### src/rtl/ecliptic_pkg.sv
// Shared encodings, result structs and operand decode for the ecliptic
// miscellaneous-operation unit.
package ecliptic_pkg;

  // Unit select
  localparam logic [1:0] FN_BIT   = 2'b00;
  localparam logic [1:0] FN_CLASS = 2'b01;
  localparam logic [1:0] FN_CMP   = 2'b10;
  localparam logic [1:0] FN_RSV   = 2'b11;

  // Sign-injection operations (op[1:0]); 2'b11 aliases FSGNJ
  localparam logic [1:0] OP_FSGNJ  = 2'b00;
  localparam logic [1:0] OP_FSGNJN = 2'b01;
  localparam logic [1:0] OP_FSGNJX = 2'b10;

  // Comparison operations
  localparam logic [2:0] OP_FLE  = 3'b000;
  localparam logic [2:0] OP_FLT  = 3'b001;
  localparam logic [2:0] OP_FEQ  = 3'b010;
  localparam logic [2:0] OP_FMIN = 3'b100;
  localparam logic [2:0] OP_FMAX = 3'b101;

  localparam logic [31:0] CANON_NAN = 32'h7fc0_0000;

  // FCLASS one-hot result, MSB first
  typedef struct packed {
    logic qnan;
    logic snan;
    logic pinf;
    logic pnorm;
    logic psub;
    logic pzero;
    logic nzero;
    logic nsub;
    logic nnorm;
    logic ninf;
  } class_t;

  typedef struct packed {
    logic sign;
    logic zero;
    logic subnormal;
    logic inf;
    logic qnan;
    logic snan;
  } operand_t;

  function automatic operand_t decode(input logic [31:0] x);
    operand_t d;
    logic     exp_zero;
    logic     exp_ones;
    logic     man_zero;
    exp_zero    = (x[30:23] == 8'h00);
    exp_ones    = (x[30:23] == 8'hff);
    man_zero    = (x[22:0] == 23'd0);
    d.sign      = x[31];
    d.zero      = exp_zero & man_zero;
    d.subnormal = exp_zero & ~man_zero;
    d.inf       = exp_ones & man_zero;
    d.qnan      = exp_ones & ~man_zero & x[22];
    d.snan      = exp_ones & ~man_zero & ~x[22];
    return d;
  endfunction

endpackage

### src/rtl/ecliptic_fp_misc_if.sv
// Request/response bundle between the FPU issue logic and the misc unit.
interface ecliptic_fp_misc_if;
  logic        req;
  logic [1:0]  fn;
  logic [2:0]  op;
  logic [31:0] src1;
  logic [31:0] src2;
  logic        ack;
  logic [31:0] res;
  logic        invalid;

  modport master (output req, fn, op, src1, src2, input ack, res, invalid);
  modport slave  (input req, fn, op, src1, src2, output ack, res, invalid);
endinterface

### src/rtl/ecliptic_bitoperation.sv
// Sign injection (FSGNJ/FSGNJN/FSGNJX) with a registered result.
module ecliptic_bitoperation
  import ecliptic_pkg::*;
(
  input  logic        clk,
  input  logic        nrst,
  input  logic        req,
  input  logic [1:0]  op,
  input  logic [31:0] src1,
  input  logic [31:0] src2,
  output logic        ack,
  output logic [31:0] res
);

  logic sign;

  // Pick the injected sign bit
  always_comb begin
    // NOTE: every path assigns 'sign' (the default arm covers 2'b11), so no latch is inferred.
    case (op)
      OP_FSGNJN: sign = ~src2[31];
      OP_FSGNJX: sign = src1[31] ^ src2[31];
      default:   sign = src2[31];
    endcase
  end

  // Register the result; hold it while idle
  always_ff @(posedge clk) begin
    // NOTE: non-blocking assignments keep every register sampling pre-edge values.
    if (nrst) begin
      ack <= 1'b0;
      res <= '0;
    end else begin
      ack <= req;
      if (req) res <= {sign, src1[30:0]};
    end
  end

endmodule

### src/rtl/ecliptic_classification.sv
// FCLASS.S: one-hot classification of src1, registered.
module ecliptic_classification
  import ecliptic_pkg::*;
(
  input  logic        clk,
  input  logic        nrst,
  input  logic        req,
  input  logic [31:0] src1,
  output logic        ack,
  output class_t      res
);

  operand_t d;
  class_t   cls;
  logic     normal;

  // Decode the operand into its IEEE class
  always_comb begin
    d          = decode(src1);
    normal     = ~(d.zero | d.subnormal | d.inf | d.qnan | d.snan);
    cls.qnan   = d.qnan;
    cls.snan   = d.snan;
    cls.pinf   = ~d.sign & d.inf;
    cls.pnorm  = ~d.sign & normal;
    cls.psub   = ~d.sign & d.subnormal;
    cls.pzero  = ~d.sign & d.zero;
    cls.nzero  =  d.sign & d.zero;
    cls.nsub   =  d.sign & d.subnormal;
    cls.nnorm  =  d.sign & normal;
    cls.ninf   =  d.sign & d.inf;
  end

  // Register the class vector; hold it while idle
  always_ff @(posedge clk) begin
    if (nrst) begin
      ack <= 1'b0;
      res <= '0;
    end else begin
      ack <= req;
      if (req) res <= cls;
    end
  end

endmodule

### src/rtl/ecliptic_comparison.sv
// FEQ/FLT/FLE and FMIN/FMAX with the IEEE invalid flag, registered.
module ecliptic_comparison
  import ecliptic_pkg::*;
(
  input  logic        clk,
  input  logic        nrst,
  input  logic        req,
  input  logic [2:0]  op,
  input  logic [31:0] src1,
  input  logic [31:0] src2,
  output logic        ack,
  output logic [31:0] res,
  output logic        invalid
);

  operand_t da, db;
  logic     nan_a, nan_b, nan_any, snan_any;
  logic     a_less, eq, lt;
  logic [31:0] res_d;
  logic        inv_d;

  // Sign-magnitude ordering plus NaN handling for every comparison op
  always_comb begin
    da       = decode(src1);
    db       = decode(src2);
    nan_a    = da.qnan | da.snan;
    nan_b    = db.qnan | db.snan;
    nan_any  = nan_a | nan_b;
    snan_any = da.snan | db.snan;
    // Total order on the bit patterns: -0 sorts below +0 here
    if (da.sign != db.sign) a_less = da.sign;
    else if (da.sign)       a_less = src1[30:0] > src2[30:0];
    else                    a_less = src1[30:0] < src2[30:0];
    eq = ~nan_any & ((src1 == src2) | (da.zero & db.zero));
    lt = ~nan_any & ~eq & a_less;

    res_d = '0;
    inv_d = 1'b0;
    case (op)
      OP_FEQ: begin res_d = {31'd0, eq};       inv_d = snan_any; end
      OP_FLT: begin res_d = {31'd0, lt};       inv_d = nan_any;  end
      OP_FLE: begin res_d = {31'd0, lt | eq};  inv_d = nan_any;  end
      OP_FMIN, OP_FMAX: begin
        inv_d = snan_any;
        if (nan_a & nan_b) res_d = CANON_NAN;
        else if (nan_a)    res_d = src2;
        else if (nan_b)    res_d = src1;
        else if (op == OP_FMIN) res_d = a_less ? src1 : src2;
        else                    res_d = a_less ? src2 : src1;
      end
      default: ;
    endcase
  end

  // Register result and flag; hold them while idle
  always_ff @(posedge clk) begin
    if (nrst) begin
      ack     <= 1'b0;
      res     <= '0;
      invalid <= 1'b0;
    end else begin
      ack <= req;
      if (req) begin
        res     <= res_d;
        invalid <= inv_d;
      end
    end
  end

endmodule

### src/rtl/ecliptic_fp_misc.sv
// Top of the misc unit: steers each request to one sub-unit and muxes the
// registered results back using the function code captured with the request.
module ecliptic_fp_misc
  import ecliptic_pkg::*;
(
  input  logic                clk,
  input  logic                nrst,
  ecliptic_fp_misc_if.slave   bus
);

  logic        req_bit, req_cls, req_cmp;
  logic        ack_bit, ack_cls, ack_cmp, ack_rsv;
  logic [31:0] res_bit, res_cmp;
  class_t      res_cls;
  logic        inv_cmp;
  logic [1:0]  fn_q;

  assign req_bit = bus.req & (bus.fn == FN_BIT);
  assign req_cls = bus.req & (bus.fn == FN_CLASS);
  assign req_cmp = bus.req & (bus.fn == FN_CMP);

  ecliptic_bitoperation u_bit (
    .clk(clk), .nrst(nrst), .req(req_bit), .op(bus.op[1:0]),
    .src1(bus.src1), .src2(bus.src2), .ack(ack_bit), .res(res_bit)
  );

  ecliptic_classification u_cls (
    .clk(clk), .nrst(nrst), .req(req_cls), .src1(bus.src1),
    .ack(ack_cls), .res(res_cls)
  );

  ecliptic_comparison u_cmp (
    .clk(clk), .nrst(nrst), .req(req_cmp), .op(bus.op),
    .src1(bus.src1), .src2(bus.src2), .ack(ack_cmp), .res(res_cmp),
    .invalid(inv_cmp)
  );

  // Remember which unit owns the visible result; reserved fn still acks
  always_ff @(posedge clk) begin
    if (nrst) begin
      fn_q    <= FN_BIT;
      ack_rsv <= 1'b0;
    end else begin
      ack_rsv <= bus.req & (bus.fn == FN_RSV);
      if (bus.req) fn_q <= bus.fn;
    end
  end

  assign bus.ack = ack_bit | ack_cls | ack_cmp | ack_rsv;

  // Select the registered result of the unit that served the last request
  always_comb begin
    bus.res     = '0;
    bus.invalid = 1'b0;
    case (fn_q)
      FN_BIT:   bus.res = res_bit;
      FN_CLASS: bus.res = {22'd0, res_cls};
      FN_CMP: begin
        bus.res     = res_cmp;
        bus.invalid = inv_cmp;
      end
      default: ;
    endcase
  end

endmodule

### src/flat_wrapper.sv
// flat-port wrapper written by rule: the top's interface ports become plain ports
module ecliptic_fp_misc_flat import ecliptic_pkg::*;
  (clk, nrst, bus_req, bus_fn, bus_op, bus_src1, bus_src2, bus_ack, bus_res, bus_invalid);
  ecliptic_fp_misc_if bus_i ();
  input  logic clk;
  input  logic nrst;
  input wire logic [$bits(bus_i.req)-1:0] bus_req;
  input wire logic [$bits(bus_i.fn)-1:0] bus_fn;
  input wire logic [$bits(bus_i.op)-1:0] bus_op;
  input wire logic [$bits(bus_i.src1)-1:0] bus_src1;
  input wire logic [$bits(bus_i.src2)-1:0] bus_src2;
  output wire logic [$bits(bus_i.ack)-1:0] bus_ack;
  output wire logic [$bits(bus_i.res)-1:0] bus_res;
  output wire logic [$bits(bus_i.invalid)-1:0] bus_invalid;
  assign bus_i.req = bus_req;
  assign bus_i.fn = bus_fn;
  assign bus_i.op = bus_op;
  assign bus_i.src1 = bus_src1;
  assign bus_i.src2 = bus_src2;
  assign bus_ack = bus_i.ack;
  assign bus_res = bus_i.res;
  assign bus_invalid = bus_i.invalid;
  ecliptic_fp_misc u_core (.clk(clk), .nrst(nrst), .bus(bus_i));
endmodule
### config.mk
export PLATFORM = sky130hd
export DESIGN_NAME = ecliptic_fp_misc_flat
export DESIGN_NICKNAME = d
export VERILOG_FILES = /design/src/rtl/ecliptic_pkg.sv /design/src/rtl/ecliptic_fp_misc_if.sv /design/src/rtl/ecliptic_bitoperation.sv /design/src/rtl/ecliptic_classification.sv /design/src/rtl/ecliptic_comparison.sv /design/src/rtl/ecliptic_fp_misc.sv /design/src/flat_wrapper.sv
export SDC_FILE = /design/constraint.sdc
export NUM_CORES = 1
export LEC_CHECK = 0
export CORE_ASPECT_RATIO = 0.9
export CORE_UTILIZATION = 40
export CTS_BUF_LIST = sky130_fd_sc_hd__clkbuf_4 sky130_fd_sc_hd__clkbuf_8 sky130_fd_sc_hd__clkbuf_16
export DETAILED_ROUTE_END_ITERATION = 8
export PLACE_DENSITY = 0.65
export SYNTH_ARGS = -nofsm -noshare
export SYNTH_HDL_FRONTEND = slang
export SYNTH_HIERARCHICAL = 1
export SYNTH_SLANG_ARGS = --single-unit
### constraint.sdc
create_clock -name clk -period 3.6 [get_ports clk]
set_clock_uncertainty 0.2 [all_clocks]
set_input_delay 0.9 -clock clk [delete_from_list [all_inputs] [get_ports clk]]
set_output_delay 0.9 -clock clk [all_outputs]
set_load 0.03 [all_outputs]
==> key figures, run 1 <==
Place
  – Cell area after placement: between 6000 and 7000 sq um
  – Cells after DPL: between 900 and 1000
  – Port Buf Inserts: ~110
  – RePlAce Congestion: 0.925
  – Post-DP HPWL: approximately 12000 um

Yosys
  – Syn. warnings: 6
  – Cell Area, Synth: between 5000 and 6000 sq um
  – Mapped Cells: a little under 600
  – Unique masters post-synth: 54
  – Main flop type after synthesis: dfxtp_1
  – Post-synth EDFFs: 0
  – Average footprint of a synthesized cell: ~8.5 sq um
  – Post-synth ARST share: 0%
  – Syn_nets: roughly 700
  – Post-synthesis sequential area ratio: ~32%
  – Number of synthesized register bits: 81

Setup path
  – R2R Setup Slk: 2130 ps
  – Slowest cell on crit path: clkdlybuf4s50_1
  – Req. time, crit path: between 3000 and 4000 ps
  – CP max FO: 7
  – R2R Path Start: u_core/fn_q[1]
  – R2r endpoint: u_core/fn_q[1]
  – CP arrival: about 3600 ps
  – WS Path Type: in2reg
  – Setup crit end kind: register
  – Crit-path leading delay family: compound AO/OA/AOI/OAI gates
  – Cell breakdown of the critical path: clkdlybuf4s50_1 -> inv_1 -> ha_1 -> nand4_1 -> nor2_2 -> o31a_1 -> o41a_1 -> a211oi_2 -> nand3b_4 -> buf_6 -> mux2i_2 -> o21ai_1
  – CP startpoint kind: input port
  – Buffers & Inverters on Critical Path: 3
  – CP peak stage delay: 520 ps
  – Worst R2R Path Depth: 3

Route
  – DR WL/cell: 18.0 um
  – Antenna Nets Post-Route: 0
  – DR pass1 iterations: 5
  – Drt total wl: about 17000 um
  – Met2 WL: between 7000 and 8000 um
  – Post-route DRC: 0
  – DRT iter0 DRCs: between 300 and 400
  – Met3 wire len: roughly 1100 um
  – Routed vias/inst: 5.52
  – Vias: ~5200
  – Highest routed layer: met4
  – Met1 WL: about 7600 um

Worst hold path
  – Hold Path End: u_core/u_cmp/res[10]
  – Hold depth: 2
  – Worst min path class: reg2reg
  – Hold wc startpoint: u_core/u_cmp/res[10]

Floorplanning
  – Io pins: roughly 110
  – Initial Utilization: between 40% and 50%
  – Die width: roughly 120 um
  – Core region area: about 12000 sq um
  – Die span in y: around 110 um
  – Die ar.: 13000 sq um
  – Row count: 38

GRT
  – Largest net degree at the start of global routing: 35
  – First-pass GRT wire length: between 20000 and 30000 um
  – Initial antenna violation count: 0
  – Vias in the first global route: between 5000 and 6000
  – Global route overflow: 0
  – Total GRT Usage: approximately a quarter

Power and ir drop
  – Peak VDD IR: between 200 and 250 uV
  – Total Power: 2.59 mW
  – Pwr/cell area: 341 nW/um^2
  – Leak: roughly 3.4 nW

Outcome
  – Outcome: finished, final reports clean

Timing
  – Least-Margin Pin Slew: about 700 ps
  – Final setup fails: 0
  – Hold Vio Cnt, Final: 0
  – Slew Limit Fails: 0
  – Min Hold Slack: approximately 250 ps
  – Max_slew headroom: a little over half
  – Fin crit share: a little over nine tenths
  – Fmax: approximately 0.28 GHz
  – Period minus WS final: 3540 ps

CTS
  – Clock slew at the register clock pins of the worst setup and hold paths: about 70 ps
  – Worst-skew pair later-pin latency: approximately 350 ps
  – # hold bufs at CTS: 0
  – H-tree Lvls: 3
  – TritonCTS clock tree: yes
  – Clock buffer depth: 2
  – # clock sinks: 81
  – Root Driver: clkbuf_16
  – Num CTS Buffers: 9

Final layout
  – Most common library cell in the layout ignoring fill and taps: buf_4
  – Diodes inserted: 0
  – Layout cells sized above 1: 21.8%
  – Layout Nets: 890
  – Most frequent cells in the layout: buf_4 (106), mux2i_1 (93), dfxtp_1 (80)
  – Finished Cell Area: around 7600 sq um
  – Layout area overhead: 51.3%
  – Final Non-Filler Cells: between 900 and 1000

Flow run
  – Max cap viols: 0
## area by class of cell
class	count	area (sq um)
Fill cell	1048	4540
Timing Repair Buffer	210	2010
Tap cell	160	200
Sequential cell	81	1620
Multi-Input combinational cell	441	3270
Inverter	40	150
Clock buffer	9	225
Clock inverter	7	100
## worst register-to-register path, delay by kind of cell, from the launching register on
family | cells | cell delay (ps)
multiplexers | 1 | 120
flip-flops | 1 | 610
AND/OR/NAND/NOR | 1 | 90
buffers and inverters | 1 | 390
## sequential cells by signal (all words and copies together) (netlist names)
| signal | flops |
|---|---|
| u_core/ack_rsv | 1 |
| u_core/fn_q | 2 |
| u_core/u_bit/ack | 1 |
| u_core/u_bit/res | 32 |
| u_core/u_cls/ack | 1 |
| u_core/u_cls/res | 10 |
| u_core/u_cmp/ack | 1 |
| u_core/u_cmp/invalid | 1 |
| u_core/u_cmp/res | 32 |
## stage by stage
step	util (%)	setup slack [ps]	TNS, ps
2_1_floorplan	-	379	0
3_3_place_gp	56.5	-286	-8170
3_5_place_dp	56.5	-379	-11050
4_1_cts	59.5	16.1	0
5_1_grt	62.5	-27.7	-27.7
6_report	62.5	55.2	0
## report_power, final
group | switching, mW | total, mW | internal [mW]
sequential | 0.0145 | 0.931 | 0.917
combinational | 0.312 | 0.634 | 0.322
clock | 0.405 | 1.02 | 0.615
## cell usage after synthesis (6+ instances only)
cell type,count,area share [%]
a21oi_1,19,1.9
buf_4,7,1.0
buf_6,6,1.3
clkbuf_1,10,0.75
dfxtp_1,81,32
ha_1,35,8.7
inv_1,39,2.9
mux2i_1,95,19
nand2_1,56,4.2
nand3_1,6,0.60
nand4_1,19,2.4
nor2_1,77,5.8
nor2b_1,7,0.87
nor4_1,21,2.6
o21ai_0,8,0.80
o21ai_1,32,3.2
o2bb2ai_1,10,1.7
## kinds of logic after synthesis
logic type / share of synthesized area, %
compound gates: 12.3
xor+xnor: 0.175
fa+ha+maj: 8.74
buf+inv: 6.94
flops: 32.4
mux: 19.0
simple gates: 20.5
## per-layer routing
metal	global-route usage [%]	vias up
li1	-	2497
met1	32.8	2459
met2	43.3	231
met3	6.17	43
met4	10.4	0
met5	0	-
## worst max-delay path by stage
| stage | from | to | cells after the start |
|---|---|---|---|
| floorplan | bus_src2[2] | u_core/u_cmp/res[10] | 11 |
| global placement | bus_src2[2] | u_core/u_cmp/res[2] | 12 |
| detailed placement | bus_src2[22] | u_core/u_cmp/res[15] | 13 |
| CTS | bus_src2[2] | u_core/u_cmp/res[28] | 12 |
| global route | bus_src2[10] | u_core/u_cmp/res[2] | 12 |
| finish | bus_src2[10] | u_core/u_cmp/res[2] | 12 |
## repair_timing
item / in CTS / in global routing
resized for setup: 4 / 67
setup buffers: 0 / 1
gates cloned: 1 / 2
pin swaps: 2 / 24
endpoints found under the setup margin: 22 / 31
No activity file was read; power rests on OpenSTA's default activity.
==> run 2: changes to the inputs <==
CORE_MARGIN = 3   (was unset)
==> run 2 against run 1 <==
Against the previous run: first-iteration DRC count grew 42%; sequential cell count did not move; clock-buffer cell count did not move; combinational power fell by 0.9%; global-route usage is 2.3 points lower; die area grew 7.2%; sequential power is essentially flat; design area rose by 0.18%; critical endpoint unchanged; largest power group unchanged; highest routed layer unchanged.
==> key figures, run 2 (synthesis gave the netlist of run 1 again) <==
GRT
  – Vias in the first global route: 5255 (+0.81%)
  – Met2 Usage GRT: 40.6% (-2.7 points)
  – Met1 Use GR: 31.5% (-1.4 points)
  – Gr busiest metal: met2
  – Largest net degree at the start of global routing: 37 (+5.7%)
  – Initial antenna violation count: 0 (unchanged)
  – Total GRT Usage: 23.9% (-2.3 points)
  – Global route overflow: 0 (unchanged)
  – First-pass GRT wire length: 26400 um (+0.29%)
  – Met3 usage: 4.13% (-2.0 points)

Final layout
  – Final design utilization: 62.6% (+0.11 points)
  – Layout area overhead: 51.6%
  – Finished Cell Area: 7590 sq um (+0.18%)
  – Final Non-Filler Cells: 946 (-0.21%)
  – Most frequent cells in the layout: buf_4 (102), mux2i_1 (95), dfxtp_1 (80)
  – Most common library cell in the layout ignoring fill and taps: buf_4
  – Diodes inserted: 0 (unchanged)
  – Layout cells sized above 1: 21.4% (-0.45 points)
  – Layout Nets: 888 (-0.22%)
  – Top Registers: u_core/u_bit/res: 32 flops, u_core/u_cmp/res: 32 flops, u_core/u_cls/res: 10 flops

Setup path
  – Buffers & Inverters on Critical Path: 2 (-1)
  – CP arrival: 3530 ps (-50 ps)
  – CP startpoint kind: input port
  – CP max FO: 6 (-1)
  – Worst R2R Path Depth: 3 (unchanged)
  – Setup crit end kind: register
  – Crit-path leading delay family: compound AO/OA/AOI/OAI gates
  – Crit path depth: 11 (-1)
  – CP peak stage delay: 500 ps (-20 ps)
  – Req. time, crit path: 3630 ps (about the same)
  – Slowest cell on crit path: o41a_1
  – WS Path Type: in2reg
  – Cell breakdown of the critical path: clkdlybuf4s50_1 -> ha_1 -> nand4_1 -> nor2_2 -> o31a_1 -> o41a_1 -> a211oi_2 -> nand3b_4 -> clkbuf_16 -> mux2i_1 -> o21ai_1

CTS
  – TritonCTS clock tree: yes
  – Clock buffer depth: 2 (unchanged)
  – # clock sinks: 81 (unchanged)
  – # hold bufs at CTS: 0 (unchanged)
  – Worst-skew pair later-pin latency: 340 ps (about the same)
  – H-tree Lvls: 3 (unchanged)
  – Num CTS Buffers: 9 (unchanged)
  – Clock slew at the register clock pins of the worst setup and hold paths: 70 ps (about the same)
  – Root Driver: clkbuf_16

Timing
  – Fmax: 0.285 GHz (+1.1%)
  – Hold Vio Cnt, Final: 0 (unchanged)
  – Least-Margin Pin Slew: 728 ps (+24.5 ps)
  – Fin crit share: 97.4% (-1.1 points)
  – Setup TNS: 0 ps (unchanged)
  – Final setup fails: 0 (unchanged)
  – Max_slew headroom: 51.4% (-1.6 points)
  – Slew Limit Fails: 0 (unchanged)
  – Period minus WS final: 3510 ps (-39.2 ps)

Route
  – Vias: 5218 (-0.23%)
  – Drt total wl: 17100 um (+0.40%)
  – Routed vias/inst: 5.52 (about the same)
  – Antenna Nets Post-Route: 0 (unchanged)
  – DR pass1 iterations: 5 (unchanged)
  – DRT iter0 DRCs: 488 (+42%)
  – DR WL/cell: 18.1 um (+0.62%)
  – Post-route DRC: 0 (unchanged)

Power and ir drop
  – Pint: 1.85 mW (about the same)
  – Clock share of power: 39.5% (about the same)
  – Peak VDD IR: 246 uV (+9.9%)
  – Sequential share of power: 36.2% (+0.2 points)
  – Leak: 3.30 nW (-1.7%)
  – Total Power: 2.58 mW (-0.13%)
  – Switching Fraction: 28.2% (-0.095 points)
  – Combinational share of power: 24.3% (-0.2 points)
  – Net Sw Power: 0.728 mW (-0.46%)
  – Pwr/cell area: 340 nW/um^2 (-0.31%)

Floorplanning
  – Core region area: 12100 sq um (unchanged)
  – Initial Utilization: 41.3% (unchanged)
  – Row count: 38 (unchanged)
  – Die ar.: 13900 sq um (+7.2%)
  – Die width: 124 um (+3.3%)
  – Die span in y: 112 um (+3.7%)
  – Io pins: 106 (unchanged)

Outcome
  – Outcome: finished, final reports clean

Place
  – RePlAce Congestion: 0.969 (+4.7%)
  – Cells after DPL: 925 (-0.32%)
  – Port Buf Inserts: 105 (unchanged)
  – Cell area after placement: 6860 sq um (+0.22%)
  – Post-DP HPWL: 12500 um (+0.85%)

Flow run
  – Max cap viols: 0 (unchanged)

Worst hold path
  – Hold depth: 2 (unchanged)
  – Worst min path class: reg2reg
## run 2: changes by cell type in the layout (fill, tap and decap cells not counted), sizes merged
cell           previous run  this run
dlymetal6s2s             36        30
clkdlybuf4s50            57        63
clkinvlp                  0         1
clkinv                    2         1
buf                     114       112
## run 2: worst register-to-register path, cell delays in order, from the launching register on
cell	delay (ps)
dfxtp_2	680
buf_12	280
mux2i_1	110
nor2_1	80
## run 2: power by group through the flow
stage | clock network, mW | registers (mW) | logic (mW)
2_1_floorplan | 0 | 0.944 | 0.281
3_3_place_gp | 0 | 0.953 | 0.545
3_5_place_dp | 0 | 0.954 | 0.555
4_1_cts | 1.03 | 0.934 | 0.580
5_1_grt | 1.06 | 0.936 | 0.672
6_report | 1.02 | 0.934 | 0.628
## run 2: final cells by class
class,count,area [sq um]
sequential,81,1620
tap,160,200
fill,1036,4530
clock inverter,7,101
clock buffer,9,225
multi-input combinational,441,3280
timing repair buffer,208,2020
inverter,40,150
## run 2: final timing paths
| check | startpoint | end | slack (ps) |
|---|---|---|---|
| max reg2reg | u_core/fn_q[1] | u_core/fn_q[1] | 2190 |
| min reg2reg | u_core/u_cmp/res[1] | u_core/u_cmp/res[1] | 250 |
| min | u_core/u_cmp/res[1] | u_core/u_cmp/res[1] | 250 |
| max | bus_src1[12] | u_core/u_cmp/res[2] | 90 |
## run 2: metal layers
| metal | part of all wire (%) | up-vias |
|---|---|---|
| li1 | - | 2503 |
| met1 | 43 | 2471 |
| met2 | 48 | 220 |
| met3 | 7.3 | 24 |
| met4 | 1.7 | 0 |
| met5 | 0 | - |
## run 2: through the flow
| step | setup slack [ps] | hold slack, ps |
|---|---|---|
| 6_report | 94.4 | 247 |
| 5_1_grt | -12.6 | 270 |
| 4_1_cts | 16.6 | 249 |
| 3_5_place_dp | -387 | 241 |
| 3_3_place_gp | -292 | 236 |
| 2_1_floorplan | 379 | 226 |
## run 2: repair_timing
action,4_1_cts,5_1_grt
cloned,1,2
pin swaps,3,23
resized for setup,5,57
endpoints found under the setup margin,30,31
buffers inserted,0,2
==> edit: new RTL, flow settings as in run 1 <==
Make the reset (`nrst`) asynchronous in 4 clocked blocks.
--- a/src/rtl/ecliptic_bitoperation.sv
+++ b/src/rtl/ecliptic_bitoperation.sv
@@ -25,7 +25,7 @@
   end
 
   // Register the result; hold it while idle
-  always_ff @(posedge clk) begin
+  always_ff @(posedge clk or posedge nrst) begin
     // NOTE: non-blocking assignments keep every register sampling pre-edge values.
     if (nrst) begin
       ack <= 1'b0;
--- a/src/rtl/ecliptic_classification.sv
+++ b/src/rtl/ecliptic_classification.sv
@@ -31,7 +31,7 @@
   end
 
   // Register the class vector; hold it while idle
-  always_ff @(posedge clk) begin
+  always_ff @(posedge clk or posedge nrst) begin
     if (nrst) begin
       ack <= 1'b0;
       res <= '0;
--- a/src/rtl/ecliptic_comparison.sv
+++ b/src/rtl/ecliptic_comparison.sv
@@ -53,7 +53,7 @@
   end
 
   // Register result and flag; hold them while idle
-  always_ff @(posedge clk) begin
+  always_ff @(posedge clk or posedge nrst) begin
     if (nrst) begin
       ack     <= 1'b0;
       res     <= '0;
--- a/src/rtl/ecliptic_fp_misc.sv
+++ b/src/rtl/ecliptic_fp_misc.sv
@@ -36,7 +36,7 @@
   );
 
   // Remember which unit owns the visible result; reserved fn still acks
-  always_ff @(posedge clk) begin
+  always_ff @(posedge clk or posedge nrst) begin
     if (nrst) begin
       fn_q    <= FN_BIT;
       ack_rsv <= 1'b0;
Check against the original RTL: differs if nrst is asserted again (counterexample within 4 cycles, from zero or initial values and one cycle with nrst high); with nrst held inactive, the same outputs for 10 cycles.
==> edit against run 1 <==
  * Setup slack worse by 0.055 ns
  * Synthesized area is 12% higher
  * Largest power group is now registers
  * Cell area increased by 8.0%
  * Global-route usage increased by 1.2 points
  * Power increased by 16%
  * Die area increased by 11%
  * Routed wire length is 12% higher
  * Sequential cell count unchanged
==> edit: results (changes against run 1) <==
normalized max-slew margin=42.2% (-11 points); DRT iter0 DRCs=399 (+16%); Async SR Flop Fraction=100% (+100 points); Int Power=2.02 mW (+8.7%); DRT Pass-1 Iters=4 (-1); leading post-synthesis cells by cell area=dfrtp_1 36%, ha_1 7.8%, mux2_4 7.5%; gr usage total=27.4% (+1.2 points); Worst Hold Class=register to register; status=complete, no violations; DPL Wire Length=14300 µm (+15%); layout cells sized above 1=37.2% (+15 points); RePlAce Congestion=0.982 (+6.1%); syn nets=649 (-6.9%); WL final=19200 µm (+12%); first-pass GRT wire length=30100 µm (+14%); Total Nets Final=873 (-1.9%); P_leak=3.78 nW (+12%); Syn Area/Cell=10.3 µm² (+22%); CP max-delay cell=or4_4; fill count=1182 (+13%); Top delay family on crit path=simple AND/OR/NAND/NOR gates; Cells after DPL=908 (-2.2%); worst endpoint data arrival time=3.62 ns (+0.04 ns); detailed-route wire length per cell=20.4 µm (+14%); worst-path maximum fanout=3 (-4); vias=5414 (+3.5%); Seq/Total Area, Yosys=36.2% (+3.9 points); Max Buffers Root-to-Sink=2 (unchanged); Peak VDD IR=0.239 mV (+7.0%)
[edit: cell count changes after synthesis, sizes merged, moves of 12 or more]
cell and delta:
dfrtp +81, dfxtp -81, mux2i -63, nor2 -39, nand2 -38, mux2 +32
o21ai -31, a221o +21, nor2b +15, o2bb2ai +14, nor3 +12
[edit: final cells by class]
cell class / count / area [µm²] / area share [%]
Inverter: 47 / 176 / 2.16
Timing Repair Buffer: 239 / 1980 / 24.2
Multi-Input combinational cell: 388 / 3500 / 42.7
Clock inverter: 7 / 62.6 / 0.764
Sequential cell: 81 / 2030 / 24.8
Clock buffer: 9 / 225 / 2.75
Tap cell: 168 / 210 / 2.57
[edit: repair_timing]
| item | CTS | global route |
|---|---|---|
| gates resized for setup | 122 | 68 |
| endpoints found under the hold margin | 0 | 0 |
| buffers inserted | 12 | 3 |
| pin swaps | 29 | 20 |
| setup endpoints to repair | 31 | 25 |
| gates cloned | 1 | 0 |
[edit: cell families after synthesis]
| family | synth area share, % |
|---|---|
| AND/OR/NAND/NOR | 17.1 |
| adder cells (fa/ha/maj) | 7.83 |
| flip-flops | 36.2 |
| multiplexers | 14.1 |
| buffers and inverters | 7.05 |
| AO/OA/AOI/OAI | 17.7 |
[edit: final timing paths]
| check | from | end | slack [ns] | depth (start not counted) |
|---|---|---|---|---|
| max | bus_src1[10] | u_core/u_cmp/res[0] | 0.0005 | 10 |
| min | u_core/u_cls/res[2] | u_core/u_cls/res[2] | 0.29 | 1 |
| max reg2reg | u_core/fn_q[1] | u_core/fn_q[1] | 2.13 | 2 |
| min reg2reg | u_core/u_cls/res[2] | u_core/u_cls/res[2] | 0.29 | 1 |
| max in group asynchronous | nrst | u_core/u_bit/res[19] | 1.94 | 3 |
| min in group asynchronous | nrst | u_core/ack_rsv | 0.62 | 2 |
[edit: routing by layer]
| layer | vias up | share of wire [%] | wire length, µm | GRT usage [%] |
|---|---|---|---|---|
| li1 | 2515 | - | - | - |
| met1 | 2662 | 47 | 8950 | 37.4 |
| met2 | 208 | 45 | 8650 | 43.2 |
| met3 | 29 | 6.3 | 1210 | 5.89 |
| met4 | 0 | 2.0 | 381 | 8.84 |
| met5 | - | 0 | 0 | 0 |
[edit: metrics by stage]
stage	power, mW	setup WS (ns)	cell area [µm²]
after floorplan	1.64	0.0787	5590
after global placement	2.07	-0.631	7600
after detailed placement	2.09	-0.729	7600
after CTS	3.01	0.000297	8180
after global routing	3.16	-0.0381	8190
final	3.01	0.000535	8190
[edit: power by group through the flow]
stage	registers [mW]	logic (mW)	clock network (mW)
finish	1.11	1.00	0.896
global route	1.12	1.07	0.968
CTS	1.11	0.980	0.916
detailed placement	1.12	0.961	0
global placement	1.12	0.946	0
floorplan	1.09	0.549	0
